[src/rtl/dx_reg_rdy.sv]
// dx_reg_rdy: two-entry valid/ready register slice (main + skid). m_valid, m_data and s_ready all come from flops.
// Latency: a word accepted while empty, or while busy with a simultaneous drain, is on m_data the next cycle. A skidded word waits for its predecessor to drain.
// Backpressure: s_ready drops the cycle after both entries fill and rises the cycle after the drain that leaves full; m_ready has no combinational path to s_ready.
module dx_reg_rdy #(
    parameter int DATA_WIDTH = 8
) (
    input  logic                  clk,
    input  logic                  rst,
    input  logic [DATA_WIDTH-1:0] s_data,
    input  logic                  s_valid,
    output logic                  s_ready,
    output logic [DATA_WIDTH-1:0] m_data,
    output logic                  m_valid,
    input  logic                  m_ready
);

    // Occupancy: EMPTY = no words, BUSY = main only, FULL = main plus skid.
    typedef enum logic [1:0] {
        ST_EMPTY = 2'd0,
        ST_BUSY  = 2'd1,
        ST_FULL  = 2'd2
    } state_t;

    state_t                r_state;
    logic [DATA_WIDTH-1:0] r_main;
    logic [DATA_WIDTH-1:0] r_skid;
    logic                  r_m_valid;
    logic                  r_s_ready;

    logic                  w_accept;
    logic                  w_drain;

    // Handshakes are qualified only by our own flopped valid/ready.
    assign w_accept = s_valid & r_s_ready;
    assign w_drain  = r_m_valid & m_ready;

    // Occupancy FSM. Main, skid, m_valid and s_ready are all updated here so every output stays a flop.
    always_ff @(posedge clk) begin
        if (rst) begin
            r_state   <= ST_EMPTY;
            r_m_valid <= 1'b0;
            r_s_ready <= 1'b0;
            r_main    <= '0;
            r_skid    <= '0;
        end else begin
            case (r_state)
                ST_EMPTY: begin
                    // s_ready is still low on the first cycle out of reset; raise it here.
                    r_s_ready <= 1'b1;
                    if (w_accept) begin
                        r_main    <= s_data;
                        r_m_valid <= 1'b1;
                        r_state   <= ST_BUSY;
                    end
                end
                ST_BUSY: begin
                    if (w_accept && w_drain) begin
                        // Pass-through: the new word replaces the one leaving.
                        r_main <= s_data;
                    end else if (w_accept) begin
                        // Downstream stalled: park the new word and close the input.
                        r_skid    <= s_data;
                        r_s_ready <= 1'b0;
                        r_state   <= ST_FULL;
                    end else if (w_drain) begin
                        r_m_valid <= 1'b0;
                        r_state   <= ST_EMPTY;
                    end
                end
                ST_FULL: begin
                    // No accept can occur here because s_ready is low.
                    if (w_drain) begin
                        r_main    <= r_skid;
                        r_s_ready <= 1'b1;
                        r_state   <= ST_BUSY;
                    end
                end
                default: begin
                    r_state   <= ST_EMPTY;
                    r_m_valid <= 1'b0;
                    r_s_ready <= 1'b1;
                end
            endcase
        end
    end

    assign s_ready = r_s_ready;
    assign m_valid = r_m_valid;
    assign m_data  = r_main;

endmodule

[config.mk]
export PLATFORM = sky130hd
export DESIGN_NAME = dx_reg_rdy
export DESIGN_NICKNAME = d
export VERILOG_FILES = /design/src/rtl/dx_reg_rdy.sv
export SDC_FILE = /design/constraint.sdc
export NUM_CORES = 1
export LEC_CHECK = 0
export CAP_MARGIN = 25
export CORE_ASPECT_RATIO = 1.1
export CORE_MARGIN = 2
export CORE_UTILIZATION = 35
export DETAILED_ROUTE_END_ITERATION = 16
export DONT_BUFFER_PORTS = 1
export PLACE_DENSITY = 0.58
export SKIP_CTS_REPAIR_TIMING = 1
export SLEW_MARGIN = 20
export SYNTH_ARGS = -nofsm -noshare
export SYNTH_HDL_FRONTEND = slang
export SYNTH_SLANG_ARGS = --single-unit
[constraint.sdc]
create_clock -name clk -period 2.7 [get_ports clk]
set_input_delay 0.405 -clock clk [delete_from_list [all_inputs] [get_ports clk]]
set_output_delay 0.405 -clock clk [all_outputs]
set_load 0.1 [all_outputs]
## After elaboration in Yosys (flattened, before gate mapping)

Index checks and enable logic that the tools add are counted.

| cells by class | value |
|---|---|
| equal/unequal tests | 10 |
| muxes and demuxes | 19 |
| bitwise logic cells | 4 |
| reduce and logical (&&, ||, !) cells | 8 |

Operator list:

| kind | count |
|---|---|
| 2-to-1 mux 8 bit | 3 |
| one-hot mux 8 bit (3 select lines) | 1 |
| != test 2 bit (second input constant) | 7 |
| 2-to-1 mux 2 bit | 5 |
| AND reduction 4 bit | 2 |
| 2-to-1 mux 1 bit | 7 |
| one-hot mux 2 bit (3 select lines) | 1 |
| AND reduction 3 bit | 2 |
| AND reduction 5 bit | 1 |
| != test 3 bit (second input constant) | 1 |
| one-hot mux 1 bit (3 select lines) | 1 |
| nonzero test 3 bit | 1 |
| bitwise AND 1 bit | 2 |
| equality test 2 x 1 -> 1 bit (second input constant) | 1 |
| equality test 2 bit (second input constant) | 1 |
| logical NOT 2 bit | 1 |
| inverter 1 bit | 2 |
| one-hot mux 1 bit (2 select lines) | 1 |
| logical AND 1 bit | 1 |

| word-level totals | value |
|---|---|
| register bits after elaboration | 20 |
| bits of input ports | 12 |
| output and inout port bits | 10 |
| logic and storage cells | 46 |

## Logic depth before layout (Yosys ltp)

Gate-level depths: netlist (run 1).

| depth | value |
|---|---|
| depth in word-level cells | 5 |
| gate-level depth with buffers | 4 |
| depth with buffers taken out | 3 |

## Worst setup path after synthesis (run 1)

No wires, ideal clock.

| timing | value |
|---|---|
| kind | reg-to-reg |
| from | reg r_m_valid, in the netlist m_valid |
| to | reg r_main[0], in the netlist m_data[0] |
| setup time | 0.086 ns |
| data arrival time | 1.832 ns |
| data required time | 2.614 ns |
| setup slack | 0.782 ns |
| cell stages (with the launch flop) | 5 |
| path buffers | 1 |
| period minus slack after synthesis | 1.918 ns |
| cells stage by stage | dfxtp_1 > and4b_4 > buf_6 > a2111oi_0 > a211oi_1 |

| between the ends | value |
|---|---|
| cells in the longest elaborated chain, start to end | 4 |
| elaborated cells on any way between the ends | 5 |
| classes of those cells | eq/ne: 2; bitwise: 1; reduce/logical: 2 |

Ends and longest elaborated chain:

| element | RTL line | RTL |
|---|---|---|
| start, declared | 27 | `logic r_m_valid;` |
| start signal, assigned | 41 | `r_m_valid <= 1'b0;` |
| start signal, assigned | 52 | `r_m_valid <= 1'b1;` |
| start signal, assigned | 66 | `r_m_valid <= 1'b0;` |
| bitwise AND 1 bit * | 35 | `assign w_drain = r_m_valid & m_ready;` |
| logical AND 1 bit | 57 | `if (w_accept && w_drain) begin` |
| != test 2 bit (no line) | n/a |  |
| AND reduction 4 bit (no line) * | n/a |  |
| end signal, assigned | 51 | `r_main <= s_data;` |
| end signal, assigned | 59 | `r_main <= s_data;` |
| end signal, assigned | 73 | `r_main <= r_skid;` |
| end, declared | 25 | `logic [DATA_WIDTH-1:0] r_main;` |

Mark *: on every way between the ends. The rest lies on a longest branch, timed or not.
A chain may end at the register's enable or synchronous reset.

## Worst setup path after layout (run 1)

| timing | value |
|---|---|
| from | reg r_state[0] |
| to | reg r_skid[4] |

| between the ends | value |
|---|---|
| cells in the longest elaborated chain, start to end | 2 |

Ends and longest elaborated chain:

| element | RTL line | RTL |
|---|---|---|
| start, declared | 24 | `state_t r_state;` |
| start signal, assigned | 40 | `r_state <= ST_EMPTY;` |
| start signal, assigned | 53 | `r_state <= ST_BUSY;` |
| start signal, assigned | 64 | `r_state <= ST_FULL;` |
| equality test 2 x 1 -> 1 bit | 46 | `case (r_state)` |
| AND reduction 3 bit (no line) | n/a |  |
| end signal, assigned | 62 | `r_skid <= s_data;` |
| end, declared | 26 | `logic [DATA_WIDTH-1:0] r_skid;` |

No other way between the ends.

==> run summary, run 1 <==
Ys async rst share: 0
Residual DRC count: 0
Global-route wire length before repair: 3580 µm
WS Path Type: reg -> reg
Crit path arrival time: 1.75 ns
Yosys cell types: 28
Share of post-route cells with drive strength above 1: 0.174
Reg2reg start: r_state[0]
Peak VDD IR: 0.267 mV
Synthesis Warnings: 0
Largest net degree at the start of global routing: 29
Number of global-route vias before repair: 819
Starting Density: 0.370
CTS max path bufs: 2
Overflow after GRT: 0
Core ar.: 2780 µm²
Nets: 122
Synth Flop Type: dfxtp_1
Final setup fails: 0
Crit share post-route: 0.561
Initial antenna violation count: 0
CTS tree: built
Synth top area share: 0.390
Internal reg-to-reg setup slack: 1.19 ns
Post-synth EDFFs: 0
CTS root buf: clkbuf_4
Max H-tree Level: 1
Mapped cell area: 1030 µm²
Fmax: 660 MHz
Lkg Pwr: 0.457 nW
Die X: 55.7 µm
Logic pwr share: 0.282
Syn Nets: 114
Sequential area share after synthesis: 0.390
CP max stage delay: 0.52 ns
Status: completed
Die footprint: 3380 µm²
Post-synthesis register bit count: 20
GRT Util Overall: 0.135
Crit path launch: r_state[0]
Cell count after synthesis: 102
Final Wtd Congestion: 0.699
Cell Rows: 20
Die H: 60.8 µm
Area contributors post-synth: dfxtp_1 39%, mux2i_1 16%, nand2b_1 10%
PwrDens: 702 nW/µm²
P&R area growth vs syn: 12.2%
Clock transition at path regs: 0.12 ns
# diodes: 0
Starting DRT DRC Count: 39
Internal: 528 µW
Switching share of power: 0.348
Worst Reg-to-Reg Cells: 3
Worst setup path endpoint: r_skid[4]
Num ports: 22
Clock Latency Late Sink: 0.30 ns
DR vias/cell: 5.80
P_sw: 281 µW
Unrepaired setup endpoints after global routing: false
Leading area contributor after synthesis: dfxtp_1
Hold Fails Final Rpt: 0
Final worst path period need: 1.51 ns
Post-Syn Area per Cell: 10.1 µm²
Slowest CP cell: and4_1
CTS sink cnt: 20
CP required: 2.94 ns
Reg power frac: 0.413
Via count: 823
Final setup skew: 0.000813 ns
Cell breakdown of the critical path: nor2b_1 > and4_1 > mux2i_1
Power, Total: 809 µW
Wirelength, routed: 2110 µm
FF-to-FF End: r_skid[4]
DR pass1 iterations: 4
Worst Path Max Fanout: 8
DPL Wire Length: 1480 µm
Setup TNS: 0 ns
Max cap viols: 0
Port Buffers: 0
Hold/Removal Path Class: in -> reg
CTS buffer count: 3
DR WL/cell: 14.8 µm
Slew headroom: 0.642
Crit start category: register
Worst Tran Pin Value: 0.536 ns
Antenna Nets Post-Route: 0
Slew Limit Fails: 0
Power share of the clock group: 0.305
Crit. End Element: register
power by group through the flow:
stage / Combinational, mW / Sequential (mW) / Clock [mW]
final: 0.228 / 0.335 / 0.247
after global routing: 0.241 / 0.338 / 0.266
after CTS: 0.229 / 0.335 / 0.249
after detailed placement: 0.229 / 0.341 / 0
after global placement: 0.226 / 0.340 / 0
after floorplan: 0.0705 / 0.462 / 0
layout make-up:
cell class                      count  area (µm²)
Fill cell                         294        1630
Multi-Input combinational cell     72         568
Sequential cell                    20         400
Timing Repair Buffer               11        82.6
Tap cell                           33        41.3
Clock inverter                      1        30.0
Clock buffer                        3        22.5
Inverter                            2        7.51
registers in the layout, indices dropped and copies added, names as in the netlist:
register,cells
m_data,8
m_valid,1
r_skid,8
r_state,2
s_ready,1
how the worst min path moves through the flow:
stage,start,to,slack (ns),cells past startpoint
2_1_floorplan,r_skid[6],r_skid[6],0.45,2
3_3_place_gp,r_skid[7],r_skid[7],0.46,2
3_5_place_dp,r_skid[2],r_skid[2],0.47,2
4_1_cts,rst,m_data[0],0.15,1
5_1_grt,rst,m_data[0],0.13,1
6_report,rst,m_valid,0.15,1
metal layers:
| metal | global-route usage | up-vias | wire (µm) |
|---|---|---|---|
| met5 | 0 | - | 0 |
| met4 | 0.0732 | 0 | 40 |
| met3 | 0.0235 | 5 | 119 |
| met2 | 0.230 | 24 | 994 |
| met1 | 0.167 | 392 | 954 |
| li1 | - | 402 | - |
critical path, delay by kind of cell, from the launching register on:
kind / cells / cell delay, ns
flip-flops: 1 / 0.46
multiplexers: 1 / 0.24
AND/OR/NAND/NOR: 2 / 0.76
stage by stage:
stage	hold slack, ns	area (µm²)	setup WS, ns	std cells	util
finish	0.152	1150	1.19	142	0.415
global route	0.129	1150	1.10	142	0.415
CTS	0.147	1150	1.17	142	0.415
detailed placement	0.465	1100	1.20	138	0.396
global placement	0.456	1100	1.27	138	0.396
floorplan	0.448	1030	0.782	102	-
kinds of logic after synthesis:
logic type,Yosys count,synth area share
AO/OA/AOI/OAI,25,0.201
buffers and inverters,10,0.0573
flip-flops,20,0.390
multiplexers,16,0.156
AND/OR/NAND/NOR,31,0.196
layout by cell type, fill, tap and decap left out, drive strengths merged:
| master | count |
|---|---|
| mux2i | 16 |
| nand3 | 1 |
| a311oi | 1 |
| nor2b | 2 |
| and4 | 2 |
| nand2 | 3 |
| and4b | 1 |
| dfxtp | 20 |
| bufinv | 1 |
| nand4 | 1 |
| a221oi | 1 |
| a211oi | 8 |
| clkbuf | 3 |
| o21a | 1 |
| and3b | 1 |
| inv | 2 |
| buf | 11 |
| nand2b | 17 |
| a211o | 2 |
| nor4bb | 1 |
| a2111oi | 8 |
| nor2 | 2 |
| a31oi | 1 |
| a21oi | 2 |
| o21bai | 1 |
synth_stat cells, types with 2 or more instances:
cell / number
dfxtp_1: 20
nand2_1: 3
a2111oi_0: 8
inv_1: 2
clkbuf_1: 3
buf_2: 2
a21oi_1: 2
a211oi_1: 8
buf_6: 2
nor2b_1: 2
nand2b_1: 17
mux2i_1: 16
nor2_1: 2
Power figures use the tool's default switching activity.
==> run 2: changes to the inputs <==
--- a/config.mk
+++ b/config.mk
@@ -11,7 +11,7 @@
 export CORE_UTILIZATION = 35
 export DETAILED_ROUTE_END_ITERATION = 16
 export DONT_BUFFER_PORTS = 1
-export PLACE_DENSITY = 0.58
+export PLACE_DENSITY = 0.6
 export SKIP_CTS_REPAIR_TIMING = 1
 export SLEW_MARGIN = 20
 export SYNTH_ARGS = -nofsm -noshare
==> constraint.sdc (replaced) <==
create_clock -name clk -period 1.21 [get_ports clk]
set_input_delay 0.1815 -clock clk [delete_from_list [all_inputs] [get_ports clk]]
set_output_delay 0.1815 -clock clk [all_outputs]
set_load 0.1 [all_outputs]
==> run 2 against run 1 <==
  * The run now ends with hold timing, setup timing left
  * Core utilization increased by 8.6 points
  * Fmax increased by 16%
  * Die area stayed put
  * Sequential cell count is the same
==> run summary, run 2 (synthesis gave the netlist of run 1 again) <==
Status: finished, violations left (was completed)
Violated checks: hold timing, setup timing
Non-Filler Instances: 155 (was 142)
Filler cells: 260 (was 294)
Final setup skew: 0.0102 ns (was 0.000813 ns)
Final setup fails: 14 (was 0)
Hold path startpoint: rst (unchanged)
Initial antenna violation count: 0 (unchanged)
Reg2reg start: s_ready (was r_state[0])
FF-to-FF End: m_data[7] (was r_skid[4])
Global-route wire length before repair: 3670 µm (was 3580 µm)
CTS max path bufs: 2 (unchanged)
Number of global-route vias before repair: 811 (was 819)
Starting DRT DRC Count: 21 (was 39)
DR WL/cell: 15.8 µm (was 14.8 µm)
Max cap viols: 0 (unchanged)
Nets: 135 (was 122)
DR vias/cell: 5.63 (was 5.80)
CTS buffer count: 3 (unchanged)
Worst Path Max Fanout: 5 (was 8)
Final Wtd Congestion: 0.781 (was 0.699)
Crit start category: register (unchanged)
GR Util met2: 0.233 (was 0.230)
Peak VDD IR: 0.728 mV (was 0.267 mV)
Die footprint: 3380 µm² (unchanged)
Largest net degree at the start of global routing: 29 (unchanged)
Crit path arrival time: 1.50 ns (was 1.75 ns)
WHS: -0.0717 ns (was 0.152 ns)
CP required: 1.40 ns (was 2.94 ns)
Met3 Usage GRT: 0.0426 (was 0.0235)
PwrDens: 1340 nW/µm² (was 702 nW/µm²)
Slew headroom: 0.708 (was 0.642)
CTS tree: built (unchanged)
GRT Util Overall: 0.141 (was 0.135)
Slew Limit Fails: 0 (unchanged)
Share of post-route cells with drive strength above 1: 0.369 (was 0.174)
Wirelength, routed: 2450 µm (was 2110 µm)
Worst Reg-to-Reg Cells: 4 (was 3)
Most common cell after layout, fill and taps aside: nand2b_1 (was dfxtp_1)
DPL Wire Length: 1670 µm (was 1480 µm)
Clock transition at path regs: 0.12 ns (about the same)
CTS root buf: clkbuf_4 (unchanged)
Crit share post-route: 1.08 (was 0.561)
# diodes: 0 (unchanged)
Final worst path period need: 1.31 ns (was 1.51 ns)
Num ports: 22 (unchanged)
Pre-CTS WS: -0.148 ns (was 1.20 ns)
Via count: 872 (was 823)
Placed insts: 148 (was 138)
Cell Rows: 20 (unchanged)
Internal reg-to-reg setup slack: -0.10 ns (was 1.19 ns)
Clock Latency Late Sink: 0.30 ns (about the same)
Starting Density: 0.370 (unchanged)
Antenna Nets Post-Route: 0 (unchanged)
Worst Hold End: m_data[1] (was m_valid)
Grt met1 use: 0.171 (was 0.167)
Most used routing layer: met2 (unchanged)
P&R area growth vs syn: 35.6% (was 12.2%)
Port Buffers: 0 (unchanged)
DR pass1 iterations: 4 (unchanged)
Fmax: 763 MHz (was 660 MHz)
Setup ws final: -0.101 ns (was 1.19 ns)
Commonest cells after routing, fill and taps aside: 17 x nand2b_1, 16 x mux2i_1, 16 x dfxtp_1, 16 x buf_4, 7 x a211oi_1 (was 20 x dfxtp_1, 17 x nand2b_1, 16 x mux2i_1)
Residual DRC count: 0 (unchanged)
CTS sink cnt: 20 (unchanged)
Core ar.: 2780 µm² (unchanged)
Hold path cells: 1 (unchanged)
Die H: 60.8 µm (unchanged)
Unrepaired setup endpoints after global routing: true (was false)
Hold Fails Final Rpt: 11 (was 0)
Die X: 55.7 µm (unchanged)
Setup TNS: -0.811 ns (was 0 ns)
WS Path Type: reg -> reg (unchanged)
Hold/Removal Path Class: in -> reg (unchanged)
Max H-tree Level: 1 (unchanged)
Crit. End Element: register (unchanged)
Lkg Pwr: 0.565 nW (was 0.457 nW)
Placed Area: 1210 µm² (was 1100 µm²)
Worst Tran Pin Value: 0.428 ns (was 0.536 ns)
Overflow after GRT: 0 (unchanged)
Cell area after layout: 1390 µm² (was 1150 µm²)
==> run 2: changes by cell type in the layout (fill, tap and decap cells not counted), moves of 3 or more <==
cell,before,now
buf_4,11,16
dfxtp_1,20,16
buf_12,0,4
buf_6,0,3
a2111oi_0,8,3
dfxtp_4,0,4
a2111oi_1,0,4
==> run 2: power breakdown <==
group          switching, mW  internal [mW]
clock network          0.213          0.252
logic                  0.417          0.240
registers             0.0425          0.708
total                  0.673           1.20
==> run 2: layer usage <==
layer  vias up  share of wire
met5         -              0
met3         4          0.046
met4         0          0.013
met1       420           0.46
met2        19           0.48
li1        429              -
==> run 2: layout make-up <==
cell class,instances,area [µm²],share of cell area
multi-input combinational,72,642,0.461
tap,33,41.3,0.0296
timing repair buffer,24,239,0.172
inverter,2,7.51,0.00539
clock buffer,4,47.5,0.0341
sequential,20,415,0.298
==> run 2: worst max-delay path by stage <==
stage / to / cells past startpoint / startpoint / slack (ns)
5_1_grt: m_data[5] / 3 / r_state[0] / -0.15
6_report: m_data[7] / 4 / s_ready / -0.10
4_1_cts: m_data[5] / 3 / r_state[0] / -0.18
3_5_place_dp: m_data[5] / 3 / r_state[0] / -0.15
2_1_floorplan: m_data[0] / 4 / m_valid / -0.18
3_3_place_gp: m_data[7] / 3 / r_state[0] / -0.06
==> run 2: through the flow <==
| stage | power [mW] | utilization | hold slack, ns |
|---|---|---|---|
| detailed placement | 1.33 | 0.435 | 0.251 |
| CTS | 1.79 | 0.452 | -0.0855 |
| floorplan | 1.19 | - | 0.297 |
| finish | 1.87 | 0.501 | -0.0717 |
| global placement | 1.31 | 0.435 | 0.247 |
| global route | 1.94 | 0.501 | -0.0940 |
==> run 2: critical path, cell delays in order, from the launching register on <==
cell	delay, ns
dfxtp_4	0.38
nor4bb_4	0.16
buf_4	0.16
a2111oi_0	0.41
a211oi_1	0.10
==> run 3: changes to the inputs <==
--- a/config.mk
+++ b/config.mk
@@ -8,10 +8,10 @@
 export CAP_MARGIN = 25
 export CORE_ASPECT_RATIO = 1.1
 export CORE_MARGIN = 2
-export CORE_UTILIZATION = 35
+export CORE_UTILIZATION = 54
 export DETAILED_ROUTE_END_ITERATION = 16
 export DONT_BUFFER_PORTS = 1
-export PLACE_DENSITY = 0.6
+export PLACE_DENSITY = 0.81
 export SKIP_CTS_REPAIR_TIMING = 1
 export SLEW_MARGIN = 20
 export SYNTH_ARGS = -nofsm -noshare
==> constraint.sdc (replaced) <==
create_clock -name clk -period 1.21 [get_ports clk]
set_input_delay 0 -clock clk [delete_from_list [all_inputs] [get_ports clk]]
set_output_delay 0 -clock clk [all_outputs]
set_load 0.1 [all_outputs]
==> run 3 against run 2 <==
  * The flow still finishes with violations (hold timing, setup timing)
  * Fmax shrank 13%
  * First-iteration DRC count increased to 3.0 times the previous value
  * Design area is 11% higher
  * Sequential power rose by 0.8%
  * Sequential share of layout area is 2.9 points lower
  * Clock skew is 0.0020 ns lower
  * Critical endpoint is now r_state[0]
  * Largest cell class unchanged
==> run summary, run 3 (synthesis gave the netlist of run 1 again) <==
Slew headroom: 0.737 (was 0.708)
Placed insts: 134 (was 148)
Violated checks: hold timing, setup timing (unchanged)
Final Wtd Congestion: 0.790 (was 0.781)
Clock transition at path regs: 0.14 ns (was 0.12 ns)
Crit. End Element: register (unchanged)
Final worst path period need: 1.51 ns (was 1.31 ns)
Status: finished, violations left (unchanged)
CTS max path bufs: 2 (unchanged)
Die footprint: 2270 µm² (was 3380 µm²)
Num ports: 22 (unchanged)
Fmax: 664 MHz (was 763 MHz)
Power share of the clock group: 0.203 (was 0.249)
Switching share of power: 0.406 (was 0.359)
Reg power frac: 0.419 (was 0.401)
DR WL/cell: 23.0 µm (was 15.8 µm)
WS Path Type: reg -> reg (unchanged)
Bufs and invs on worst path: 1 (unchanged)
CP max stage delay: 0.39 ns (was 0.41 ns)
Crit start category: register (unchanged)
WHS: -0.268 ns (was -0.0717 ns)
Reg2reg start: r_state[0] (was s_ready)
Crit share post-route: 1.25 (was 1.08)
CP required: 1.41 ns (was 1.40 ns)
Global-route wire length before repair: 3520 µm (was 3670 µm)
CTS tree: built (unchanged)
GRT Util Overall: 0.208 (was 0.141)
Met3 Usage GRT: 0.0256 (was 0.0426)
Die X: 45.6 µm (was 55.7 µm)
Share of post-route cells with drive strength above 1: 0.326 (was 0.369)
Filler cells: 84 (was 260)
Final setup fails: 18 (was 14)
Crit path launch: r_state[0] (was s_ready)
Setup ws final: -0.297 ns (was -0.101 ns)
Final core occ: 0.867 (was 0.501)
Nets: 157 (was 135)
Most used routing layer: met2 (unchanged)
Crit path arrival time: 1.71 ns (was 1.50 ns)
Slowest CP cell: dfxtp_4 (was a2111oi_0)
# diodes: 0 (unchanged)
Cell area after layout: 1550 µm² (was 1390 µm²)
CTS buffer count: 3 (unchanged)
DR pass1 iterations: 4 (unchanged)
Unrepaired setup endpoints after global routing: true (unchanged)
Slew Limit Fails: 0 (unchanged)
Hold path startpoint: rst (unchanged)
Final setup skew: 0.00819 ns (was 0.0102 ns)
Hold Fails Final Rpt: 13 (was 11)
Port Buffers: 0 (unchanged)
Residual DRC count: 0 (unchanged)
P_sw: 735 µW (was 673 µW)
Grt met1 use: 0.288 (was 0.171)
Commonest cells after routing, fill and taps aside: 23 x dlygate4sd3_1, 18 x buf_4, 16 x nand2b_1, 16 x dfxtp_1, 14 x mux2i_1 (was 17 x nand2b_1, 16 x mux2i_1, 16 x dfxtp_1, 16 x buf_4, 7 x a211oi_1)
Starting Density: 0.577 (was 0.370)
Cell Rows: 16 (was 20)
CTS sink cnt: 20 (unchanged)
Number of global-route vias before repair: 817 (was 811)
Pre-CTS WS: -0.179 ns (was -0.148 ns)
Most common cell after layout, fill and taps aside: dlygate4sd3_1 (was nand2b_1)
Via count: 1106 (was 872)
DR vias/cell: 6.83 (was 5.63)
Overflow after GRT: 0 (unchanged)
Worst Path Max Fanout: 10 (was 5)
DPL Wire Length: 1630 µm (was 1670 µm)
Lkg Pwr: 0.583 nW (was 0.565 nW)
Delay-heaviest family, CP: simple AND/OR/NAND/NOR gates (was compound AO/OA/AOI/OAI gates)
Antenna Nets Post-Route: 0 (unchanged)
Wirelength, routed: 3730 µm (was 2450 µm)
Max H-tree Level: 1 (unchanged)
Clock Latency Late Sink: 0.31 ns (was 0.30 ns)
CTS root buf: clkbuf_4 (unchanged)
Hold/Removal Path Class: in -> reg (unchanged)
PwrDens: 1170 nW/µm² (was 1340 nW/µm²)
Non-Filler Instances: 162 (was 155)
Largest net degree at the start of global routing: 29 (unchanged)
Setup TNS: -2.35 ns (was -0.811 ns)
Cell breakdown of the critical path: nor4bb_1 > buf_4 > nor2_1 > a311oi_1 (was nor4bb_4 > buf_4 > a2111oi_0 > a211oi_1)
Internal: 1.07 mW (was 1.20 mW)
Initial antenna violation count: 0 (unchanged)
Placed Area: 1180 µm² (was 1210 µm²)
Starting DRT DRC Count: 64 (was 21)
Worst Tran Pin Value: 0.385 ns (was 0.428 ns)
Logic pwr share: 0.379 (was 0.351)
Core ar.: 1780 µm² (was 2780 µm²)
Peak VDD IR: 0.942 mV (was 0.728 mV)
P&R area growth vs syn: 50.4% (was 35.6%)
Die H: 49.7 µm (was 60.8 µm)
GR Util met2: 0.326 (was 0.233)
Max cap viols: 0 (unchanged)
[run 3: area by class of cell]
type	count	area (µm²)	share of cell area
Clock buffer	4	26.3	0.0170
Inverter	2	7.51	0.00486
Multi-Input combinational cell	73	654	0.423
Sequential cell	20	415	0.269
Tap cell	18	22.5	0.0146
Timing Repair Buffer	45	419	0.271
[run 3: routing by layer]
| metal | vias to the layer above | part of all wire |
|---|---|---|
| li1 | 470 | - |
| met5 | - | 0 |
| met1 | 535 | 0.38 |
| met3 | 16 | 0.083 |
| met4 | 0 | 0.034 |
| met2 | 85 | 0.50 |
[run 3: stage by stage]
stage / total power, mW / hold WS [ns]
final: 1.81 / -0.268
after detailed placement: 1.32 / 0.0636
after global routing: 1.85 / -0.276
after CTS: 1.64 / -0.264
after floorplan: 1.19 / 0.116
after global placement: 1.30 / 0.0624
[run 3: power by group through the flow]
stage | Sequential [mW] | Clock [mW] | Combinational, mW
2_1_floorplan | 1.03 | 0 | 0.157
3_3_place_gp | 0.754 | 0 | 0.547
3_5_place_dp | 0.758 | 0 | 0.562
4_1_cts | 0.743 | 0.339 | 0.563
5_1_grt | 0.761 | 0.380 | 0.706
6_report | 0.757 | 0.367 | 0.685
[run 3: worst paths after layout]
| check | to | slack (ns) | depth (start not counted) |
|---|---|---|---|
| worst max-delay path | r_state[0] | -0.30 | 4 |
| worst min-delay path | m_data[4] | -0.27 | 1 |
| worst max register to register | r_state[0] | -0.30 | 4 |
| worst min register to register | r_skid[0] | 0.52 | 2 |
